## src/rtl/uart_pkg.sv

```systemverilog
// Shared constants, FSM state type and phase-decode helpers for the baud tick generator.
package uart_pkg;

    localparam int unsigned OSR_16  = 16;
    localparam int unsigned OSR_8   = 8;
    localparam int unsigned MIN_DIV = 2;
    localparam int unsigned PHASE_W = 4;

    typedef enum logic [1:0] {
        StIdle = 2'd0,
        StRun  = 2'd1,
        StErr  = 2'd2
    } baud_state_e;

    // Phase value whose completing os_tick ends the bit.
    function automatic logic [PHASE_W-1:0] osr_last(input logic osr8);
        return osr8 ? PHASE_W'(OSR_8 - 1) : PHASE_W'(OSR_16 - 1);
    endfunction

    // Phase value whose completing os_tick marks mid-bit.
    function automatic logic [PHASE_W-1:0] osr_mid(input logic osr8);
        return osr8 ? PHASE_W'(OSR_8 / 2 - 1) : PHASE_W'(OSR_16 / 2 - 1);
    endfunction

endpackage

```

## src/rtl/frac_prescaler.sv

```systemverilog
// Fractional prescaler: period of div_int (+1 on accumulator carry) clocks, registered os_tick.
module frac_prescaler #(
    parameter int unsigned DIV_W  = 16,
    parameter int unsigned FRAC_W = 4
) (
    input  logic              clk,
    input  logic              rst_n,
    input  logic              clear_i,
    input  logic              start_i,
    input  logic [DIV_W-1:0]  div_int_i,
    input  logic [FRAC_W-1:0] div_frac_i,
    output logic              wrap_o,
    output logic              os_tick_o
);

    localparam int unsigned CNT_W = DIV_W + 1;

    logic [CNT_W-1:0]  cnt_q, cnt_d;
    logic [CNT_W-1:0]  lim_q, lim_d;
    logic [CNT_W-1:0]  lim_next;
    logic [FRAC_W-1:0] acc_q, acc_d;
    logic [FRAC_W-1:0] acc_base;
    logic [FRAC_W:0]   sum;
    logic              tick_q, tick_d;

    always_comb begin
        // A restart begins from a clean accumulator.
        acc_base = start_i ? '0 : acc_q;
        sum      = {1'b0, acc_base} + {1'b0, div_frac_i};
        lim_next = {1'b0, div_int_i} + CNT_W'(sum[FRAC_W]) - CNT_W'(1);
        wrap_o   = !clear_i && !start_i && (cnt_q == lim_q);

        cnt_d  = cnt_q;
        lim_d  = lim_q;
        acc_d  = acc_q;
        tick_d = 1'b0;
        if (clear_i) begin
            cnt_d = '0;
            lim_d = '0;
            acc_d = '0;
        end else if (start_i || wrap_o) begin
            // Period start: latch the divisor for the whole coming period.
            cnt_d  = '0;
            lim_d  = lim_next;
            acc_d  = sum[FRAC_W-1:0];
            tick_d = wrap_o;
        end else begin
            cnt_d = cnt_q + CNT_W'(1);
        end
    end

    always_ff @(posedge clk or negedge rst_n) begin
        if (!rst_n) begin
            cnt_q  <= '0;
            lim_q  <= '0;
            acc_q  <= '0;
            tick_q <= 1'b0;
        end else begin
            cnt_q  <= cnt_d;
            lim_q  <= lim_d;
            acc_q  <= acc_d;
            tick_q <= tick_d;
        end
    end

    assign os_tick_o = tick_q;

endmodule

```

## src/rtl/baud_tick_gen.sv

```systemverilog
// UART baud tick generator: run/error FSM, oversample phase counter and mid/end-of-bit strobes.
module baud_tick_gen
    import uart_pkg::*;
#(
    parameter int unsigned DIV_W  = 16,
    parameter int unsigned FRAC_W = 4
) (
    input  logic              clk,
    input  logic              rst_n,
    input  logic              en,
    input  logic [DIV_W-1:0]  div_int,
    input  logic [FRAC_W-1:0] div_frac,
    input  logic              osr_sel,
    input  logic              resync,
    output logic              os_tick,
    output logic              mid_tick,
    output logic              bit_tick,
    output logic              cfg_err
);

    baud_state_e        state_q, state_d;
    logic [PHASE_W-1:0] phase_q, phase_d;
    logic               osr8_q, osr8_d;
    logic               mid_q, mid_d;
    logic               bit_q, bit_d;
    logic               cfg_err_q, cfg_err_d;
    logic               div_ok;
    logic               run_next;
    logic               start;
    logic               clear;
    logic               wrap;

    assign div_ok = (div_int >= DIV_W'(MIN_DIV));

    always_comb begin
        state_d = state_q;
        case (state_q)
            StIdle: begin
                if (en) state_d = div_ok ? StRun : StErr;
            end
            StRun: begin
                if (!en)         state_d = StIdle;
                else if (!div_ok) state_d = StErr;
            end
            StErr: begin
                if (!en)        state_d = StIdle;
                else if (div_ok) state_d = StRun;
            end
            default: state_d = StIdle;
        endcase
    end

    // resync only restarts the bit phase while already running.
    assign run_next = (state_d == StRun);
    assign start    = run_next && ((state_q != StRun) || resync);
    assign clear    = !run_next;

    frac_prescaler #(
        .DIV_W  (DIV_W),
        .FRAC_W (FRAC_W)
    ) u_prescaler (
        .clk        (clk),
        .rst_n      (rst_n),
        .clear_i    (clear),
        .start_i    (start),
        .div_int_i  (div_int),
        .div_frac_i (div_frac),
        .wrap_o     (wrap),
        .os_tick_o  (os_tick)
    );

    always_comb begin
        phase_d   = phase_q;
        osr8_d    = osr8_q;
        mid_d     = 1'b0;
        bit_d     = 1'b0;
        cfg_err_d = (state_d == StErr);
        if (clear) begin
            phase_d = '0;
            osr8_d  = 1'b0;
        end else if (start) begin
            phase_d = '0;
            osr8_d  = osr_sel;
        end else if (wrap) begin
            // Decode against the ratio latched for the period just completed.
            osr8_d = osr_sel;
            mid_d  = (phase_q == osr_mid(osr8_q));
            if (phase_q >= osr_last(osr8_q)) begin
                phase_d = '0;
                bit_d   = 1'b1;
            end else begin
                phase_d = phase_q + PHASE_W'(1);
            end
        end
    end

    always_ff @(posedge clk or negedge rst_n) begin
        if (!rst_n) begin
            state_q   <= StIdle;
            phase_q   <= '0;
            osr8_q    <= 1'b0;
            mid_q     <= 1'b0;
            bit_q     <= 1'b0;
            cfg_err_q <= 1'b0;
        end else begin
            state_q   <= state_d;
            phase_q   <= phase_d;
            osr8_q    <= osr8_d;
            mid_q     <= mid_d;
            bit_q     <= bit_d;
            cfg_err_q <= cfg_err_d;
        end
    end

    assign mid_tick = mid_q;
    assign bit_tick = bit_q;
    assign cfg_err  = cfg_err_q;

endmodule
```

## config.mk

```make
export PLATFORM = sky130hd
export DESIGN_NAME = baud_tick_gen
export DESIGN_NICKNAME = d
export VERILOG_FILES = /design/src/rtl/uart_pkg.sv /design/src/rtl/frac_prescaler.sv /design/src/rtl/baud_tick_gen.sv
export SDC_FILE = /design/constraint.sdc
export NUM_CORES = 1
export LEC_CHECK = 0
export BUFFER_PORTS_ARGS = -buffer_cell sky130_fd_sc_hd__buf_2
export CORE_MARGIN = 2
export CORE_UTILIZATION = 45
export CTS_CLUSTER_DIAMETER = 200
export CTS_CLUSTER_SIZE = 25
export DETAILED_ROUTE_END_ITERATION = 10
export GPL_ROUTABILITY_DRIVEN = 0
export SLEW_MARGIN = 20
export SYNTH_ARGS = -nofsm -noshare
export SYNTH_HDL_FRONTEND = slang
export SYNTH_HIERARCHICAL = 1
export SYNTH_SLANG_ARGS = --single-unit
```

## constraint.sdc

```tcl
create_clock -name clk -period 5.5 [get_ports clk]
set_input_delay 0.55 -clock clk [delete_from_list [all_inputs] [get_ports clk]]
set_output_delay 0.55 -clock clk [all_outputs]
set_load 0.02 [all_outputs]
```

==> reports/results.tsv, run 1 <==
metric	value	unit
status	complete, no violations	
CP Capture Type	register	
critical-path cell list	buf_2, nor4_1, nand4_1, nand3_1, nor2_1, buf_4, nand2b_1, fa_1, inv_1, a21o_1, a21oi_1, ha_1, or4b_1, or3_1, o31a_1, o311a_1	
final worst-path cycle share	79.6	%
Clock Latency Late Sink	0.30	ns
FF+latch count, synth	49	
layout cells sized above 1	15.6	%
hold crit path type	in -> async	
clock share of power	33.3	%
crit-path leading delay family	simple AND/OR/NAND/NOR gates	
DR WL/cell	15.4	µm
post-synthesis sequential area ratio	41.7	%
Critical Path Source Type	input port	
GRT overflow	0	
post-synth top area share	41.7	%
via count	2248	
post-synthesis xor/xnor area fraction	14.0	%
Detailed Place HPWL	4570	µm
Mean Syn Cell Area	9.84	µm²
Fmax achieved	228	MHz
most common cell after layout, fill and taps aside	dfrtp_1	
Synth Cell Area	2940	µm²
clock sink count	49	
placed cell areas	3160	µm²
Synth area leaders	dfrtp_1 42%, xnor2_1 8.9%, xor2_1 5.1%, nor2_1 4.1%, ha_1 3.8%	
nets	360	
warnings from Yosys	6	
Syn Inst Count	299	
finished layout cell area	3280	µm²
Die Span X	84.9	µm
Max IR drop VDD	0.000102	V
TritonCTS Buffers	5	
Cell variety after synth	44	
initial antenna violation count	0	
RSZ-0062 raised after global routing	no	
# resized after CTS	0	
clock buffer depth	2	
cell taking the most area after synthesis	dfrtp_1	
Logic pwr share	17.9	%
Tmin final	4.38	ns
DRT iter0 DRCs	102	
relative slew slack	40.3	%
clock-pin slew on the worst setup and hold paths	0.09	ns
port buffer count	28	
initial core utilization	46.3	%
most frequent cells in the layout	49 x dfrtp_1, 32 x nor2_1, 30 x xnor2_1, 28 x buf_2, 24 x nand2_1	
die area	7200	µm²
CP Class	in -> reg	
maxcap violations	0	
Syn Nets	334	
DRT Pass-1 Iters	4	
fin cells	403	
H-Tree Depth	2	
GRT Util Overall	18.7	%
post-synthesis mux area share	4.59	%
worst-path maximum fanout	15	
drt via density	5.58	
Required @ worst endpoint	5.68	ns
Area Growth Syn to Fin	11.4	%
Sw Pwr	0.000214	W
root buffer cell	clkbuf_8	
WL final	6220	µm
Final ANT Viol Nets	0	
Final Skew	0.00774	ns
TNS Setup	0	ns
complex-gate fraction of the synthesized area	10.8	%
# hold bufs at CTS	0	
final setup fails	0	
sequential power share	48.8	%
Slew Viols, Final	0	
number of I/O pins	29	
# diodes	0	
CP max-delay cell	or4b_1	
Post-route DRC	0	
first-pass GRT wire length	10800	µm
Pleak	1.52	nW
postcts setup bufs	0	
die extent in y	84.9	µm
Synth Area in Adders	4.51	%
P_int	0.000586	W
PwrDens	244	nW/µm²
actual slew at the worst max-slew pin	0.892	ns
largest family of logic cells by synthesized area	simple AND/OR/NAND/NOR gates	
CTS tree	built	
Worst Path Buf+Inv	3	
vias in the first global route	2251	
largest net degree at the start of global routing	50	
row count	29	
placed cell count	395	
CP arrival	4.56	ns
Sw Ratio	26.7	%
core footprint	6350	µm²
Fin. Hold Viols	0	
Synth Area in Simple Gates	21.0	%
CP max stage delay	0.54	ns
[worst paths after layout]
kind                       startpoint               endpoint  slack (ns)  cells after the start
min                             rst_n  u_prescaler/cnt_q[12]        0.35                      2
max reg2reg                state_q[1]  u_prescaler/lim_q[13]        1.31                     14
max                        div_int[7]  u_prescaler/lim_q[13]        1.12                     16
min reg2reg                phase_q[3]               mid_tick        0.52                      1
max in group asynchronous       rst_n                cfg_err        4.71                      2
min in group clk              osr_sel                 osr8_q        0.49                      3
[layer usage]
metal  track usage, %  wire (µm)  up-vias
met5                0          0        -
met4             5.48         74        0
met3             3.60        251        8
met2             29.6       2930       52
met1             26.3       2960     1091
li1                 -          -     1097
[synth_stat cells (all sizes together)]
cell type,number
dfrtp,49
nor2,32
xnor2,30
nand2,25
xor2,17
a311o,11
nor3,11
clkbuf,10
ha,9
inv,9
mux2i,9
nand3,9
nand4,9
nor4,8
o211a,8
nor2b,7
a21oi,5
buf,4
mux2,4
nor3b,4
or3,4
a31oi,3
and3,3
nand2b,3
o21ai,3
a21o,2
o311a,2
or2,2
and4,1
clkinv,1
fa,1
o21a,1
o31a,1
or4,1
or4b,1
[area by class of cell]
class | instances | area (µm²)
clock buffer | 7 | 86.3
fill | 574 | 3070
multi-input combinational | 226 | 1620
clock inverter | 1 | 30.0
inverter | 10 | 37.5
tap | 77 | 96.3
timing repair buffer | 33 | 178
sequential | 49 | 1230
[power by group through the flow]
| stage | registers [W] | logic (W) | clock network, W |
|---|---|---|---|
| finish | 0.000390 | 0.000143 | 0.000266 |
| global route | 0.000392 | 0.000159 | 0.000292 |
| CTS | 0.000390 | 0.000144 | 0.000274 |
| detailed placement | 0.000397 | 0.000144 | 0 |
| global placement | 0.000398 | 0.000141 | 0 |
| floorplan | 0.000393 | 0.0000961 | 0 |
[cells by family after synthesis]
family	count (synthesis)
buffers and inverters	24
XOR/XNOR	47
AO/OA/AOI/OAI	36
multiplexers	13
adder cells (fa/ha/maj)	10
flip-flops	49
AND/OR/NAND/NOR	120
[through the flow]
step           hold WS [ns]  setup slack (ns)  total power, W  util, %
3_5_place_dp          0.513             0.805        0.000541     49.8
2_1_floorplan         0.254              1.32        0.000489        -
6_report              0.349              1.12        0.000799     51.6
4_1_cts               0.377              1.13        0.000809     51.6
3_3_place_gp          0.511             0.880        0.000539     49.8
5_1_grt               0.416             0.847        0.000844     51.6
[state kept, by name (all words and copies together) (netlist names)]
register / cells
u_prescaler/cnt_q: 17
u_prescaler/lim_q: 17
phase_q: 4
u_prescaler/acc_q: 4
state_q: 2
bit_tick: 1
cfg_err: 1
mid_tick: 1
osr8_q: 1
u_prescaler/os_tick_o: 1
Note: power is estimated with default switching activity, not from simulation.
==> run 2, diff against run 1 <==
- ABC_AREA: default -> 1
- PLACE_DENSITY: default -> 0.65
- clock period: 5.5 -> 3.5 ns (I/O delays scaled with it)
==> run 2 against run 1 <==
Total power grew 54%; largest cell class unchanged; synthesized cell count grew 60%; synthesized area grew 10%; critical path depth grew 3; non-clock buffer count shrank 1.
==> reports/results.tsv, run 2 <==
metric	value	unit	change
Sw Pwr	0.000332	W	+55%
DRT iter0 DRCs	141		+38%
die extent in y	89.0	µm	+4.9%
Final Skew	0.00689	ns	-0.000852 ns
complex-gate fraction of the synthesized area	4.81	%	-6.0 points
clock share of power	33.7	%	+0.4 points
first-pass GRT wire length	12000	µm	+11%
row count	30		+3.4%
wire length on met1	3420	µm	+15%
Synth area leaders	dfrtp_1 38%, nand2_1 17%, nor2_1 10%, inv_1 6.7%, nand3_1 5.9%		
Synth Cell Area	3250	µm²	+10%
final setup fails	0		unchanged
CP Capture Type	register		
TritonCTS Buffers	5		unchanged
hold crit path type	in -> async		
Post-synth top flop	dfrtp_1		
Mean Syn Cell Area	6.80	µm²	-31%
GRT overflow	0		unchanged
Post-synth EDFFs	0		unchanged
TNS Setup	0	ns	unchanged
Post-route DRC	0		unchanged
cell taking the most area after synthesis	dfrtp_1		
Fin. Hold Viols	0		unchanged
Synth Area in Adders	4.08	%	-0.43 points
nets	541		+50%
clock-pin slew on the worst setup and hold paths	0.09	ns	about the same
most frequent cells in the layout	148 x nand2_1, 88 x nor2_1, 58 x inv_1, 49 x dfrtp_1, 38 x nand3_1		
met2 wire length	3040	µm	+3.8%
# hold bufs at CTS	0		unchanged
warnings from Yosys	6		unchanged
Cell variety after synth	34		-23%
Required @ worst endpoint	3.68	ns	-2.00 ns
Slew Viols, Final	0		unchanged
root buffer cell	clkbuf_8		
number of I/O pins	29		unchanged
# diodes	0		unchanged
post-synthesis mux area share	0	%	-4.6 points
post-synthesis xor/xnor area fraction	4.58	%	-9.4 points
H-Tree Depth	2		unchanged
maxcap violations	0		unchanged
dominant cell by count in the synthesized netlist	nand2_1		
Synth top cells by count	148 x nand2_1, 89 x nor2_1, 58 x inv_1, 49 x dfrtp_1, 38 x nand3_1		
relative slew slack	62.4	%	+22 points
drt via density	4.76		-15%
CP Class	reg -> reg		
WL final	6710	µm	+7.9%
Logic pwr share	16.4	%	-1.5 points
largest net degree at the start of global routing	36		-28%
Regs by FF count	u_prescaler/cnt_q (17), u_prescaler/lim_q (17)		
Async SR Flop Fraction	100	%	unchanged
DRT Pass-1 Iters	4		unchanged
layout cells sized above 1	11.4	%	-4.2 points
Area Growth Syn to Fin	10.6	%	
Die Span X	89.0	µm	+4.9%
most common cell after layout, fill and taps aside	nand2_1		
port buffer count	28		unchanged
Sw Ratio	26.9	%	+0.18 points
Syn Inst Count	478		+60%
Tmin final	3.09	ns	
Detailed Place HPWL	4990	µm	+9.2%
FF+latch count, synth	49		unchanged
largest family of logic cells by synthesized area	simple AND/OR/NAND/NOR gates		
final core occ	52.0	%	+0.44 points
RSZ-0062 raised after global routing	no		
worst-path maximum fanout	5		-10
P_int	0.000901	W	+54%
Fin Hold WS	0.0331	ns	-0.316 ns
status	complete, no violations		
Pleak	1.87	nW	+23%
vias in the first global route	2673		+19%
die area	7920	µm²	+10%
# resized after CTS	0		unchanged
Clock Latency Late Sink	0.30	ns	about the same
Critical Path Source Type	register		
initial core utilization	47.0	%	+0.72 points
initial antenna violation count	0		unchanged
final worst slack	0.414	ns	-0.709 ns
postcts setup bufs	0		unchanged
Fmax achieved	324	MHz	
core footprint	6910	µm²	+8.8%
post-synth top area share	37.7	%	-3.9 points
Syn Nets	513		+54%
clock sink count	49		unchanged
final worst-path cycle share	88.2	%	
sequential power share	49.9	%	+1.1 points
DR WL/cell	11.1	µm	-28%
Final ANT Viol Nets	0		unchanged
PwrDens	343	nW/µm²	+41%
routed wl met3	213	µm	-15%
post-synthesis sequential area ratio	37.7	%	-3.9 points
highest layer used for signal routing	met4		
Place WS	0.255	ns	-0.550 ns
actual slew at the worst max-slew pin	0.564	ns	-0.328 ns
clock buffer depth	2		unchanged
Max IR drop VDD	0.000157	V	+55%
via count	2873		+28%
Synth Area in Simple Gates	39.4	%	+18 points
GRT Util Overall	18.9	%	+0.21 points
CP arrival	3.27	ns	-1.29 ns
CTS tree	built		
[run 2: path summary, 6_finish.rpt]
check	to	depth (start not counted)	start	slack [ns]
max in group asynchronous	u_prescaler/os_tick_o	2	rst_n	2.73
setup reg to reg	u_prescaler/lim_q[13]	19	state_q[0]	0.41
hold / removal	u_prescaler/cnt_q[15]	1	rst_n	0.03
hold reg to reg	u_prescaler/acc_q[0]	2	u_prescaler/acc_q[0]	0.52
min in group clk	osr8_q	3	osr_sel	0.33
setup / recovery	u_prescaler/lim_q[13]	19	state_q[0]	0.41
[run 2: power groups by stage]
stage	Clock [W]	Sequential, W	Combinational, W
floorplan	0	0.000620	0.000145
global placement	0	0.000625	0.000200
detailed placement	0	0.000625	0.000204
CTS	0.000428	0.000614	0.000205
global route	0.000454	0.000619	0.000238
finish	0.000415	0.000615	0.000203
[run 2: cell type report]
class,instances,area [µm²]
Clock inverter,1,30.0
Inverter,64,241
Clock buffer,7,86.3
Multi-Input combinational cell,354,1720
Timing Repair Buffer,32,170
Tap cell,96,120
Sequential cell,49,1230
Fill cell,705,3310
[run 2: stage by stage]
stage,cells,power [W],cell area [µm²]
after floorplan,478,0.000764,3250
after global placement,595,0.000825,3480
after detailed placement,595,0.000829,3480
after CTS,603,0.00125,3590
after global routing,603,0.00131,3590
final,603,0.00123,3590
[run 2: logic make-up after synthesis]
family / count (synthesis)
AO/OA/AOI/OAI: 27
buffers and inverters: 75
flip-flops: 49
XOR/XNOR: 17
adder cells (fa/ha/maj): 10
AND/OR/NAND/NOR: 300
[run 2: metal layers]
| metal | vias up | GRT usage, % |
|---|---|---|
| met1 | 1297 | 27.8 |
| met5 | - | 0 |
| met4 | 0 | 4.48 |
| met3 | 2 | 2.40 |
| li1 | 1526 | - |
| met2 | 48 | 29.9 |
[run 2: worst max-delay path: stages (launching register included)]
cell      delay [ns]
dfrtp_1         0.40
a21boi_2        0.26
nand2_1         0.12
nor2_2          0.18
nor2_1          0.08
ha_1            0.20
inv_1           0.07
fa_1            0.19
o21bai_1        0.08
a21oi_1         0.18
ha_1            0.20
inv_1           0.04
nor2_1          0.16
nand2_1         0.08
nor2_1          0.23
nand2_1         0.14
nor3_1          0.15
nor2_1          0.07
nand2_1         0.08
nand2_1         0.07
==> run 3, diff against run 2 <==
- CELL_PAD_IN_SITES_DETAIL_PLACEMENT: default -> 1
- CELL_PAD_IN_SITES_GLOBAL_PLACEMENT: default -> 1
- CORE_UTILIZATION: 45 -> 39
- PLACE_DENSITY: 0.65 -> default
- PLACE_DENSITY_LB_ADDON: default -> 0.1
==> run 3 against run 2 <==
Fmax shrank 2.6%; setup slack lost 0.082 ns; hold slack gained 0.061 ns; non-clock buffer count is the same; routed wire length grew 19%; design area shrank 0.24%; cell count grew 1.5%; clock power shrank 13%; largest power group unchanged.
==> reports/results.tsv, run 3 (synthesis gave the netlist of run 2 again) <==
metric	value	unit	change
status	complete, no violations		
CP arrival	3.41	ns	+0.14 ns
Max IR drop VDD	0.000161	V	+2.5%
CTS tree	built		
drt via density	4.84		+1.5%
final worst-path cycle share	90.5	%	+2.3 points
Critical Path Source Type	register		
port buffer count	28		unchanged
Sw Pwr	0.000357	W	+7.7%
initial core utilization	39.9	%	-7.1 points
Worst Path Buf+Inv	1		-1
actual slew at the worst max-slew pin	0.722	ns	+0.158 ns
clock sink count	49		unchanged
most common cell after layout, fill and taps aside	nand2_1		
CP max-delay cell	dfrtp_1		
relative slew slack	51.9	%	-11 points
number of I/O pins	29		unchanged
TritonCTS Buffers	5		unchanged
nets	541		unchanged
TNS Setup	0	ns	unchanged
reg2reg end	u_prescaler/lim_q[7]		
Tmin final	3.17	ns	+0.0815 ns
DR WL/cell	13.1	µm	+17%
DRT Pass-1 Iters	4		unchanged
Regs by FF count	u_prescaler/cnt_q (17), u_prescaler/lim_q (17)		
Detailed Place HPWL	6210	µm	+24%
P_int	0.000829	W	-8.0%
# diodes	0		unchanged
die area	9080	µm²	+15%
# fillers	1097		+56%
PwrDens	331	nW/µm²	-3.6%
r2r startpoint	state_q[0]		
vias in the first global route	3016		+13%
maxcap violations	0		unchanged
first-pass GRT wire length	13900	µm	+16%
placed cell areas	3490	µm²	+0.32%
CP max stage delay	0.40	ns	about the same
most frequent cells in the layout	148 x nand2_1, 88 x nor2_1, 58 x inv_1, 49 x dfrtp_1, 38 x nand3_1		
clock share of power	30.4	%	-3.3 points
R2R depth	16		-3
worst-path maximum fanout	6		+1
Pleak	1.86	nW	-0.41%
via count	2960		+3.0%
clock-pin slew on the worst setup and hold paths	0.10	ns	about the same
GRT Util Overall	19.5	%	+0.58 points
Fmax achieved	316	MHz	-2.6%
RSZ-0062 raised after global routing	no		
core footprint	8130	µm²	+18%
Fin. Hold Viols	0		unchanged
largest net degree at the start of global routing	36		unchanged
Sw Ratio	30.1	%	+3.2 points
Area Growth Syn to Fin	10.4	%	
crit-path leading delay family	simple AND/OR/NAND/NOR gates		
die extent in y	95.3	µm	+7.1%
GRT overflow	0		unchanged
Logic pwr share	17.6	%	+1.2 points
Final ANT Viol Nets	0		unchanged
clock buffer depth	2		unchanged
Fin Hold WS	0.0940	ns	+0.0608 ns
final setup fails	0		unchanged
r2r setup slk	0.33	ns	-0.08 ns
finished layout cell area	3590	µm²	-0.24%
WL final	7990	µm	+19%
Required @ worst endpoint	3.74	ns	+0.06 ns
H-Tree Depth	2		unchanged
CP Class	reg -> reg		
sequential power share	52.0	%	+2.1 points
root buffer cell	clkbuf_8		
Final Skew	0.00931	ns	+0.00242 ns
Die Span X	95.3	µm	+7.1%
DRT iter0 DRCs	54		-62%
Clock Latency Late Sink	0.30	ns	about the same
Slew Viols, Final	0		unchanged
layout cells sized above 1	11.6	%	+0.20 points
Tot Pwr	0.00119	W	-3.8%
CP Capture Type	register		
hold crit path type	in -> async		
row count	33		+10%
Post-route DRC	0		unchanged
critical-path cell list	a21boi_2, nand2_1, nor2_1, nor2_1, ha_1, inv_1, fa_1, o21bai_1, a21oi_1, ha_1, nand3_1, nor2_1, o21ai_0, a21oi_1, nand2_1, nand2_1		
initial antenna violation count	0		unchanged
-- run 3: changes by cell type in the layout (fill, tap and decap cells not counted) --
cell       delta
bufinv_16     -1
clkbuf_1      -1
clkinv_2      +1
clkinv_4      +1
-- run 3: layout make-up --
| class | count | area, µm² | area share [%] |
|---|---|---|---|
| sequential | 49 | 1230 | 34.2 |
| clock inverter | 2 | 13.8 | 0.384 |
| tap | 105 | 131 | 3.66 |
| timing repair buffer | 32 | 170 | 4.75 |
| multi-input combinational | 354 | 1720 | 48.0 |
| clock buffer | 6 | 82.6 | 2.30 |
| inverter | 64 | 241 | 6.73 |
-- run 3: timing repair --
action                     in CTS  in global routing
hold buffers                    0                  0
setup buffers                   0                  0
gates resized for setup         0                  1
setup endpoints to repair       0                  2
-- run 3: power by group through the flow --
stage	Sequential, W	Combinational, W	Clock, W
after floorplan	0.000620	0.000145	0
after global placement	0.000626	0.000208	0
after detailed placement	0.000628	0.000212	0
after CTS	0.000617	0.000213	0.000368
after global routing	0.000621	0.000245	0.000395
final	0.000617	0.000209	0.000360
-- run 3: metrics by stage --
stage	setup WS, ns	instances	util, %
after floorplan	0.643	478	-
after global placement	0.221	604	42.9
after detailed placement	0.158	604	42.9
after CTS	0.242	612	44.1
after global routing	0.0145	612	44.1
final	0.333	612	44.1
-- run 3: layer usage --
metal / track usage, % / wire length [µm]
met5: 0 / 0
met4: 4.35 / 78
met3: 2.37 / 170
met2: 32.3 / 3720
met1: 27.2 / 4020
-- run 3: worst max path at each step --
stage | from | to | depth (start not counted)
2_1_floorplan | state_q[0] | u_prescaler/lim_q[13] | 20
3_3_place_gp | div_int[3] | u_prescaler/lim_q[13] | 23
3_5_place_dp | div_int[3] | u_prescaler/lim_q[13] | 23
4_1_cts | state_q[0] | u_prescaler/lim_q[13] | 19
5_1_grt | state_q[0] | u_prescaler/lim_q[13] | 19
6_report | state_q[0] | u_prescaler/lim_q[7] | 16
-- run 3: worst register-to-register path, stage by stage (launching register included) --
cell,delay (ns)
dfrtp_1,0.40
a21boi_2,0.27
nand2_1,0.11
nor2_1,0.25
nor2_1,0.10
ha_1,0.21
inv_1,0.07
fa_1,0.20
o21bai_1,0.08
a21oi_1,0.19
ha_1,0.23
nand3_1,0.13
nor2_1,0.36
o21ai_0,0.13
a21oi_1,0.23
nand2_1,0.09
nand2_1,0.07
